===== src/rtl/noc_rc_pkg.sv =====
// Shared definitions for the route/VC-request controller: FSM state encoding
// and the width of the drained-packet counter.
package noc_rc_pkg;

   localparam int unsigned DropCntW = 8;
   localparam logic [DropCntW-1:0] DropCntMax = '1;

   typedef enum logic [2:0] {
      StIdle,
      StRcWait,
      StVaWait,
      StActive,
      StDrain
   } noc_rc_state_e;

endpackage


===== src/rtl/rc_retry_timer.sv =====
// Routing-request retry timer. Counts qualifying idle cycles while a route
// result is outstanding; o_expire fires on the cycle that completes Timeout
// counts, and the count restarts from zero afterwards.
// Only instantiated when VC_ROUTE_REQUESTER_RC_RETRY_EN is defined.
module rc_retry_timer
   import noc_rc_pkg::*;
#(
   parameter int unsigned Timeout = 15
) (
   input  logic i_clk,
   input  logic i_rst_n,
   input  logic i_clear,
   input  logic i_count,
   output logic o_expire
);

   localparam int unsigned CntW = $clog2(Timeout + 1);

   logic [CntW-1:0] r_cnt;

   assign o_expire = i_count && !i_clear && (r_cnt == CntW'(Timeout - 1));

   // Idle-cycle counter; wraps to zero on clear or when the timeout is reached.
   always_ff @(posedge i_clk or negedge i_rst_n) begin
      if (!i_rst_n) begin
         r_cnt <= '0;
      end else if (i_clear || o_expire) begin
         r_cnt <= '0;
      end else if (i_count) begin
         r_cnt <= r_cnt + CntW'(1);
      end
   end

endmodule


===== src/rtl/vc_route_requester.sv =====
// Per-input-port route/VC-request controller. Captures a head flit, pulses
// rc_req to the routing unit, latches the result, requests a VC and then
// follows the packet to its tail. Packets routed to an empty port set are
// drained and counted (saturating).
// Optional feature: define VC_ROUTE_REQUESTER_RC_RETRY_EN to re-issue rc_req
// after rc_timeout silent cycles in RC_WAIT.
module vc_route_requester
   import noc_rc_pkg::*;
#(
   parameter int unsigned no_outport = 6,
   parameter int unsigned no_vc      = 13,
   parameter int unsigned flit_size  = 1,
   parameter int unsigned phit_size  = 16,
   parameter int unsigned rc_timeout = 15
) (
   input  logic                            clk,
   input  logic                            rs,
   input  logic [flit_size*phit_size-1:0]  header_in,
   input  logic                            head_valid,
   output logic [flit_size*phit_size-1:0]  rc_header,
   output logic                            rc_req,
   input  logic                            rc_valid,
   input  logic [no_outport-1:0]           outport_vec,
   input  logic [no_vc-1:0]                allow_vcs,
   output logic                            va_req,
   output logic [no_outport-1:0]           va_outport,
   output logic [no_vc-1:0]                va_allow_vcs,
   input  logic                            va_grant,
   input  logic                            flit_valid,
   input  logic                            flit_tail,
   output logic                            flit_fwd,
   output logic                            flit_drop,
   output logic                            route_busy,
   output logic [DropCntW-1:0]             drop_cnt
);

   noc_rc_state_e r_state;

   logic w_rc_accept;
   logic w_retry;
   logic w_tail_seen;

   // A result arriving during the request pulse belongs to a stale exchange.
   assign w_rc_accept = (r_state == StRcWait) && !rc_req && rc_valid;
   assign w_tail_seen = flit_valid && flit_tail;

   assign flit_fwd   = (r_state == StActive) && flit_valid;
   assign flit_drop  = (r_state == StDrain) && flit_valid;
   assign route_busy = (r_state != StIdle);

`ifdef VC_ROUTE_REQUESTER_RC_RETRY_EN
   rc_retry_timer #(
      .Timeout (rc_timeout)
   ) u_retry_timer (
      .i_clk    (clk),
      .i_rst_n  (rs),
      .i_clear  ((r_state != StRcWait) || rc_req),
      .i_count  ((r_state == StRcWait) && !rc_req && !rc_valid),
      .o_expire (w_retry)
   );
`else
   logic w_unused_cfg;
   assign w_unused_cfg = ^rc_timeout;
   assign w_retry      = 1'b0;
`endif

   // Control FSM with registered request outputs and result latches.
   always_ff @(posedge clk or negedge rs) begin
      if (!rs) begin
         r_state      <= StIdle;
         rc_header    <= '0;
         rc_req       <= 1'b0;
         va_req       <= 1'b0;
         va_outport   <= '0;
         va_allow_vcs <= '0;
         drop_cnt     <= '0;
      end else begin
         rc_req <= 1'b0;
         unique case (r_state)
            StIdle: begin
               if (head_valid) begin
                  rc_header <= header_in;
                  rc_req    <= 1'b1;
                  r_state   <= StRcWait;
               end
            end
            StRcWait: begin
               if (w_rc_accept) begin
                  va_outport   <= outport_vec;
                  va_allow_vcs <= allow_vcs;
                  if (outport_vec == '0) begin
                     r_state <= StDrain;
                     if (drop_cnt != DropCntMax) begin
                        drop_cnt <= drop_cnt + DropCntW'(1);
                     end
                  end else begin
                     va_req  <= 1'b1;
                     r_state <= StVaWait;
                  end
               end else if (w_retry) begin
                  rc_req <= 1'b1;
               end
            end
            StVaWait: begin
               if (va_grant) begin
                  va_req  <= 1'b0;
                  r_state <= StActive;
               end
            end
            StActive, StDrain: begin
               if (w_tail_seen) begin
                  r_state <= StIdle;
               end
            end
            default: begin
               r_state <= StIdle;
               va_req  <= 1'b0;
            end
         endcase
      end
   end

endmodule


===== config.mk =====
export PLATFORM = sky130hd
export DESIGN_NAME = vc_route_requester
export DESIGN_NICKNAME = d
export VERILOG_FILES = /design/src/rtl/noc_rc_pkg.sv /design/src/rtl/rc_retry_timer.sv /design/src/rtl/vc_route_requester.sv
export SDC_FILE = /design/constraint.sdc
export NUM_CORES = 1
export LEC_CHECK = 0
export CORE_ASPECT_RATIO = 1.2
export CORE_MARGIN = 5
export CORE_UTILIZATION = 47
export CTS_BUF_LIST = sky130_fd_sc_hd__clkbuf_8
export CTS_CLUSTER_SIZE = 16
export DETAILED_ROUTE_END_ITERATION = 7
export GPL_TIMING_DRIVEN = 0
export PLACE_DENSITY = 0.95
export SYNTH_ARGS = -nofsm -noshare
export SYNTH_HDL_FRONTEND = slang
export SYNTH_HIERARCHICAL = 1
export SYNTH_SLANG_ARGS = --single-unit

===== constraint.sdc =====
create_clock -name clk -period 3.1 [get_ports clk]
set_clock_uncertainty 0.2 [all_clocks]
set_input_delay 0.465 -clock clk [delete_from_list [all_inputs] [get_ports clk]]
set_output_delay 0.465 -clock clk [all_outputs]
set_load 0.01 [all_outputs]

* Word-level counts from Yosys, hierarchy flattened
Index checks and enable logic that the tools add are counted.
W data, S select, Z words.
** Word-level totals
- Register bits :: 48
- Input port bits :: 42
- Output and inout bits :: 48
- Word-level logic and storage cells :: 47
** Cells by class
- $add $sub $neg :: 1
- Equal/unequal tests :: 10
- Mux-type cells :: 12
- Bitwise logic cells :: 1
- Reduce and logical (&&, ||, !) cells :: 16
** Operators by type and width (number)
- $mux W3 :: 5
- $pmux W3 S4 :: 1
- $reduce_and A4 Y1 :: 3
- $ne A2 B2 Y1 const B :: 5
- $add A8 B1 Y8 const B :: 1
- $ne A8 B8 Y1 const B :: 1
- $eq A3 B2 Y1 const B :: 2
- $logic_not A6 Y1 :: 1
- $logic_and A1 B1 Y1 :: 5
- $mux W1 :: 5
- $reduce_and A2 Y1 :: 2
- $eq A3 B1 Y1 const B :: 1
- $eq A3 B3 Y1 const B :: 1
- $logic_not A3 Y1 :: 1
- $pmux W1 S3 :: 1
- $reduce_bool A3 Y1 :: 1
- $reduce_or A3 Y1 :: 1
- $reduce_or A2 Y1 :: 1
- $logic_not A1 Y1 :: 1
- $not A1 Y1 :: 1

* Logic depth before layout (Yosys ltp)
Gate-level depths: netlist (run 1).
- Depth in word-level cells :: 5
- Mapped depth :: 6
- Mapped depth without buffers :: 5

* Least setup slack after synthesis (run 1)
Ideal clock, no wire load.
- Path type :: input port to flip-flop
- Start point :: input port outport_vec[1]
- End point :: register drop_cnt[1]
- Library setup time :: 0.125 ns
- Arrival time :: 1.519 ns
- Required time :: 2.775 ns
- Path slack :: 1.256 ns
- Cell stages on the path :: 4
- Cell sequence :: nor4_4 > nand4_4 > nor2_1 > mux2_2
** On the way
- Longest elaborated chain between the ends :: 2
** Ends and longest elaborated chain
- from (decl) :: line vc_route_requester.sv:23 : input logic [no_outport-1:0] outport_vec,
- $logic_not A6 Y1 :: line vc_route_requester.sv:91 : if (outport_vec == '0) begin
- $reduce_and A4 Y1 (no line)
- to (signal assigned) :: line vc_route_requester.sv:94 : drop_cnt <= drop_cnt + DropCntW'(1);
- to (decl) :: line vc_route_requester.sv:34 : output logic [DropCntW-1:0] drop_cnt
Every way passes these cells.
A chain may end at the register's enable or synchronous reset.

* Final worst setup path (run 1)
- Start point :: register r_state[2]
- End point :: output port flit_fwd
** On the way
- Longest elaborated chain between the ends :: 2
** Ends and longest elaborated chain
- from (decl) :: line vc_route_requester.sv:37 : noc_rc_state_e r_state;
- from (signal assigned) :: line vc_route_requester.sv:70 : r_state <= StIdle;
- from (signal assigned) :: line vc_route_requester.sv:84 : r_state <= StRcWait;
- from (signal assigned) :: line vc_route_requester.sv:92 : r_state <= StDrain;
- $eq A3 B2 Y1 :: line vc_route_requester.sv:47 : assign flit_fwd = (r_state == StActive) && flit_valid;
- $logic_and A1 B1 Y1 :: line vc_route_requester.sv:47
- to (decl) :: line vc_route_requester.sv:31 : output logic flit_fwd,
Every way passes these cells.

==> results.py, run 1 <==
metrics = {
    "power_and_ir_drop": {
        "power_density_nw_per_um2": 863.8,
        "p_leak_nw": 1.347,
        "vdd_drop_max_uv": 641.1,
        "power.total_w": 0.002736,
    },
    "route": {
        "met1Wirelength_mm": 1.670,
        "met2WireLength_mm": 2.547,
        "wl_per_cell_um": 15.71,
        "via_per_inst": 5.007,
        "drt-total-wl_mm": 4.729,
        "drtPass1Iterations": 4,
        "drtIter0Drc": 104,
        "vias": 1507,
        "drtAntennaViolNets": 0,
        "drc_errors": 0,
        "routed-wl-met3_um": 481,
        "highest_layer": "met4",
    },
    "cts": {
        "cts_buffer_depth": 2,
        "cts_resized": 0,
        "cts_made_buffers": 5,
        "cts_tree": "done",
        "clk_pin_slew_ps": 80,
        "clockRootBuffer": "clkbuf_8",
        "htreeDepth": 2,
        "cts_sinks": 48,
        "insertion_delay_ps": 290,
        "post_cts_buffers": 0,
    },
    "critical_path": {
        "worst-path-stages": 4,
        "rrSetupSlack_ps": 1160,
        "r2r-end": "rc_header[0]",
        "cp.required_ps": 2430,
        "cp_top_family": "buffers and inverters",
        "arrival_ps": 1850,
        "crit_chain": "buf_4 > and2b_1 > and3_1 > clkdlybuf4s50_1",
        "critPathMaxStageDelay_ps": 540,
        "ff2ff_path_depth": 5,
        "worstReg2RegStart": "r_state[1]",
        "critPathKind": "reg -> out",
        "crit_path_end_kind": "output pin",
        "cp_max_fo": 10,
        "critPathBufInv": 2,
        "critPathSlowestCell": "clkdlybuf4s50_1",
        "start_kind": "flip-flop",
    },
    "timing": {
        "slew_violations": 0,
        "setup_viol": 0,
        "worstMarginPinSlew_ps": 481.6,
        "fmax_mhz": 397.9,
        "post-route-min-period_ps": 2513,
        "slew_headroom_pct": 67.89,
        "finalCritPeriodShare_pct": 81.08,
        "hold_viol": 0,
        "rsz0062_at_grt": "false",
        "finalSetupTns_ps": 0,
        "worst_slack_ps": 586.5,
    },
    "yosys": {
        "yosys.area.top_type": "dfrtp_1",
        "ys_seq_area_share_pct": 57.94,
        "synth_seq_cells": 48,
        "synthCells": 146,
        "avgSynthCellArea_um2": 14.20,
        "synth_cell_types": 36,
        "syn_nets": 189,
        "synth_warnings": 6,
        "synth_area_leaders": "dfrtp_1 (58%), mux2_2 (20%), xor2_1 (2.5%), nor4_2 (1.2%), buf_6 (1.1%)",
        "synth_area_um2": 2073,
        "synth_top_area_share_pct": 57.94,
    },
    "worst_hold_path": {
        "hold_end": "rc_header[1]",
        "hp-start": "rc_header[1]",
        "hp-class": "reg -> reg",
        "hold_depth": 1,
    },
    "place": {
        "io_buffers": 89,
        "gp_congestion": 0.7182,
        "placed_area_um2": 3049,
        "place_ws_ps": 633.4,
        "hpwl_mm": 3.687,
    },
    "layout": {
        "layout-drive-gt1-share_pct": 24.08,
        "fillers": 293,
        "diodes": 0,
        "nets": 287,
        "fin_area_um2": 3167,
        "syn_to_final_growth_pct": 52.75,
        "fin_util_pct": 74.31,
    },
    "grt": {
        "overflow": 0,
        "grt_pass1_vias": 1650,
        "antenna_found_initial": 0,
        "grt_pass1_wl_mm": 7.617,
        "grt_max_degree": 29,
        "track_usage_pct": 16.88,
    },
    "run": {
        "cap_violations": 0,
    },
    "floorplan": {
        "num_rows": 26,
        "die_h_um": 82.76,
        "core_um2": 4262,
        "die_area_um2": 5845,
        "start_util_pct": 48.65,
        "ios": 90,
        "die_w_um": 70.63,
    },
    "outcome": {
        "outcome": "finished, final reports clean",
    },
}
-- placed cells by master (no fill, tap or decap), types with 2 or more instances in the layout --
| cell type | instances |
|---|---|
| clkdlybuf4s50_1 | 88 |
| dfrtp_1 | 48 |
| mux2_2 | 36 |
| nand2_1 | 6 |
| xor2_1 | 6 |
| nor2_1 | 5 |
| clkbuf_8 | 5 |
| inv_1 | 4 |
| buf_2 | 4 |
| nor3_1 | 3 |
| buf_6 | 2 |
| mux2_1 | 2 |
| nand2b_1 | 2 |
| nand3_1 | 2 |
| nand4_1 | 2 |
| nor4_2 | 2 |
| a21oi_1 | 2 |
| a211oi_1 | 2 |
-- cells in the mapped netlist, drive strengths merged --
cell type,n
dfrtp,48
mux2,38
buf,6
nand2,6
nor2,6
xor2,6
inv,3
nand4,3
nor3,3
nor4,3
a211oi,2
a21oi,2
nand2b,2
nand3,2
nor3b,2
a21o,1
a22o,1
a31oi,1
and2,1
and2b,1
and3,1
ha,1
nor4b,1
o21a,1
o22ai,1
o32a,1
o32ai,1
or2,1
or3,1
-- report_power, final --
part / leakage [nW] / internal, W / switching [W]
clock network: 0.0593 / 0.000236 / 0.000196
registers: 0.590 / 0.000888 / 0.000138
logic: 0.697 / 0.000799 / 0.000479
-- repair_timing --
action	4_1_cts	5_1_grt
setup endpoints to repair	0	0
endpoints found under the hold margin	20	0
hold buffers	1	0
-- cell families after synthesis --
logic type,count (synthesis),share of synthesized area (%)
fa+ha+maj,1,0.6034
flops,48,57.94
buf+inv,9,2.716
xor+xnor,6,2.535
compound gates,11,3.863
mux,38,20.64
simple gates,33,11.71
-- how the worst max path moves through the flow --
| stage | startpoint | endpoint |
|---|---|---|
| finish | r_state[2] | flit_fwd |
| global route | r_state[2] | flit_fwd |
| CTS | r_state[2] | flit_fwd |
| detailed placement | outport_vec[1] | drop_cnt[1] |
| global placement | rs | va_allow_vcs[2] |
| floorplan | outport_vec[1] | drop_cnt[1] |
-- metrics by stage --
stage	hold slack, ps	cells
4_1_cts	293.6	301
5_1_grt	302.2	301
3_5_place_dp	251.9	292
3_3_place_gp	268.6	291
6_report	289.3	301
2_1_floorplan	-30.59	146
-- state kept, by name (all words and copies together) (netlist names) --
name          count
r_state           3
va_outport        6
rc_req            1
drop_cnt          8
rc_header        16
va_req            1
va_allow_vcs     13
-- final cells by class --
cell class | count | area (µm²) | area share, %
Multi-Input combinational cell | 89 | 815.8 | 25.76
Buffer | 6 | 45.04 | 1.422
Timing Repair Buffer | 91 | 915.9 | 28.92
Tap cell | 56 | 70.07 | 2.213
Inverter | 3 | 11.26 | 0.3556
Clock buffer | 5 | 68.82 | 2.173
Clock inverter | 3 | 38.79 | 1.225
Sequential cell | 48 | 1201 | 37.93
-- layer usage --
layer  up-vias  global-route usage (%)
met4         0                   4.323
met3         4                   8.111
li1        713                       -
met2        57                   32.12
met1       733                   16.46
met5         -                       0
Power figures use the tool's default switching activity.
==> run 2, diff against run 1 <==
--- a/config.mk
+++ b/config.mk
@@ -7,12 +7,12 @@
 export LEC_CHECK = 0
 export CORE_ASPECT_RATIO = 1.2
 export CORE_MARGIN = 5
-export CORE_UTILIZATION = 47
+export CORE_UTILIZATION = 43
 export CTS_BUF_LIST = sky130_fd_sc_hd__clkbuf_8
 export CTS_CLUSTER_SIZE = 16
 export DETAILED_ROUTE_END_ITERATION = 7
 export GPL_TIMING_DRIVEN = 0
-export PLACE_DENSITY = 0.95
+export PLACE_DENSITY = 0.9
 export SYNTH_ARGS = -nofsm -noshare
 export SYNTH_HDL_FRONTEND = slang
 export SYNTH_HIERARCHICAL = 1
==> constraint.sdc (replaced) <==
create_clock -name clk -period 2.5 [get_ports clk]
set_clock_uncertainty 0.2 [all_clocks]
set_input_delay 0.375 -clock clk [delete_from_list [all_inputs] [get_ports clk]]
set_output_delay 0.375 -clock clk [all_outputs]
set_load 0.01 [all_outputs]
==> results.py, run 2 (same netlist as run 1, synthesis figures left out) <==
metrics = {
    "outcome": {
        "outcome": "finished, final reports clean",
    },
    "power_and_ir_drop": {
        "power_density_nw_per_um2": 1052,
        "p_sw_w": 0.0009845,
        "pwr-share-clk_pct": 14.5,
        "swShare_pct": 29.63,
        "combPwrFrac_pct": 47.5,
        "vdd_drop_max_uv": 505.9,
        "p_leak_nw": 1.338,
        "power.total_w": 0.003322,
        "power.internal_w": 0.002338,
        "seqPwrFrac_pct": 38.0,
    },
    "grt": {
        "grt_pass1_wl_mm": 7.769,
        "track_usage_pct": 15.70,
        "grt_max_degree": 40,
        "antenna_found_initial": 0,
        "grt_pass1_vias": 1611,
        "overflow": 0,
    },
    "critical_path": {
        "startpoint": "r_state[2]",
        "crit_chain": "buf_4 > and2b_1 > and3_1 > clkdlybuf4s50_1",
        "critPathSlowestCell": "clkdlybuf4s50_1",
        "cp.required_ps": 1920,
        "cp-endpoint": "flit_fwd",
        "worst-path-stages": 4,
        "cp_max_fo": 10,
        "crit_path_end_kind": "output pin",
        "ff2ff_path_depth": 5,
        "critPathMaxStageDelay_ps": 530,
        "r2r-end": "rc_header[9]",
        "critPathBufInv": 2,
        "cp_top_family": "buffers and inverters",
        "worstReg2RegStart": "r_state[1]",
        "arrival_ps": 1850,
        "start_kind": "flip-flop",
        "rrSetupSlack_ps": 560,
        "critPathKind": "reg -> out",
    },
    "layout": {
        "layout.cells.most_common_list": "clkdlybuf4s50_1 (88), dfrtp_1 (48), mux2_2 (36), clkbuf_8 (7)",
        "largestRegisters": "rc_header: 16 flops, va_allow_vcs: 13 flops, drop_cnt: 8 flops",
        "nets": 287,
        "syn_to_final_growth_pct": 52.32,
        "fillers": 340,
        "multi_input_area_um2": 815.8,
        "fin_util_pct": 68.23,
        "final-seq-area_um2": 1201,
        "final_common_cell": "clkdlybuf4s50_1",
        "diodes": 0,
        "largest_reg_flops": 16,
        "layout-drive-gt1-share_pct": 24.18,
        "top_register": "rc_header",
    },
    "route": {
        "drtIter0Drc": 68,
        "drt-total-wl_mm": 4.659,
        "drtPass1Iterations": 4,
        "vias": 1517,
        "drc_errors": 0,
        "drtAntennaViolNets": 0,
        "via_per_inst": 5.023,
        "wl_per_cell_um": 15.43,
    },
    "place": {
        "place_ws_ps": 132.6,
        "gp_congestion": 0.7765,
        "io_buffers": 89,
        "hpwl_mm": 3.583,
    },
    "timing": {
        "rsz0062_at_grt": "false",
        "worstMarginPinSlew_ps": 403.9,
        "finalSetupTns_ps": 0,
        "slew_headroom_pct": 72.98,
        "finalCritPeriodShare_pct": 97.00,
        "whs_ps": 291.1,
        "setup_viol": 0,
        "hold_viol": 0,
        "fmax_mhz": 412.4,
        "slew_violations": 0,
        "worst_slack_ps": 75.12,
        "post-route-min-period_ps": 2425,
    },
    "floorplan": {
        "core_um2": 4628,
        "die_area_um2": 6316,
        "die_h_um": 86.07,
        "ios": 90,
        "start_util_pct": 44.80,
        "die_w_um": 73.39,
        "num_rows": 27,
    },
    "cts": {
        "post_cts_buffers": 0,
        "clockRootBuffer": "clkbuf_8",
        "clk_pin_slew_ps": 80,
        "cts_sinks": 48,
        "cts_tree": "done",
        "cts_made_buffers": 5,
        "cts_buffer_depth": 2,
        "insertion_delay_ps": 290,
        "htreeDepth": 2,
    },
    "worst_hold_path": {
        "hp-class": "in -> async",
    },
    "run": {
        "cap_violations": 0,
    },
}
run 2: power by group through the flow:
stage | clock network, W | logic [W] | registers (W)
2_1_floorplan | 0 | 0.000604 | 0.00142
3_3_place_gp | 0 | 0.00157 | 0.00126
3_5_place_dp | 0 | 0.00160 | 0.00128
4_1_cts | 0.000504 | 0.00161 | 0.00127
5_1_grt | 0.000539 | 0.00169 | 0.00131
6_report | 0.000480 | 0.00158 | 0.00126
run 2: worst min-delay path by stage:
stage                 startpoint            end
floorplan                     rs    drop_cnt[0]
global placement    rc_header[1]   rc_header[1]
detailed placement            rs   rc_header[5]
CTS                           rs  rc_header[13]
global route                  rs   rc_header[1]
finish                        rs   rc_header[1]
run 2: layout make-up:
class,instances,share of cell area (%)
buffer,6,1.426
clock buffer,7,3.051
inverter,3,0.3566
multi-input combinational,89,25.83
sequential,48,38.03
tap,58,2.298
timing repair buffer,91,29.00
run 2: layer usage:
metal | vias up | wire length, µm | GRT usage [%] | part of all wire, %
met2 | 54 | 2382 | 26.12 | 51
li1 | 716 | - | - | -
met3 | 7 | 401 | 5.744 | 8.6
met1 | 740 | 1818 | 19.13 | 39
met5 | - | 0 | 0 | 0
met4 | 0 | 56 | 4.119 | 1.2
run 2: stage by stage:
stage	cell area, µm²	instances
final	3158	302
after global routing	3158	302
after CTS	3158	302
after detailed placement	3052	294
after global placement	3037	293
after floorplan	2073	146
run 2: repair_timing:
action,CTS,global route
hold buffers,1,0
endpoints found under the setup margin,0,0
endpoints found under the hold margin,9,0
resized for setup,0,0
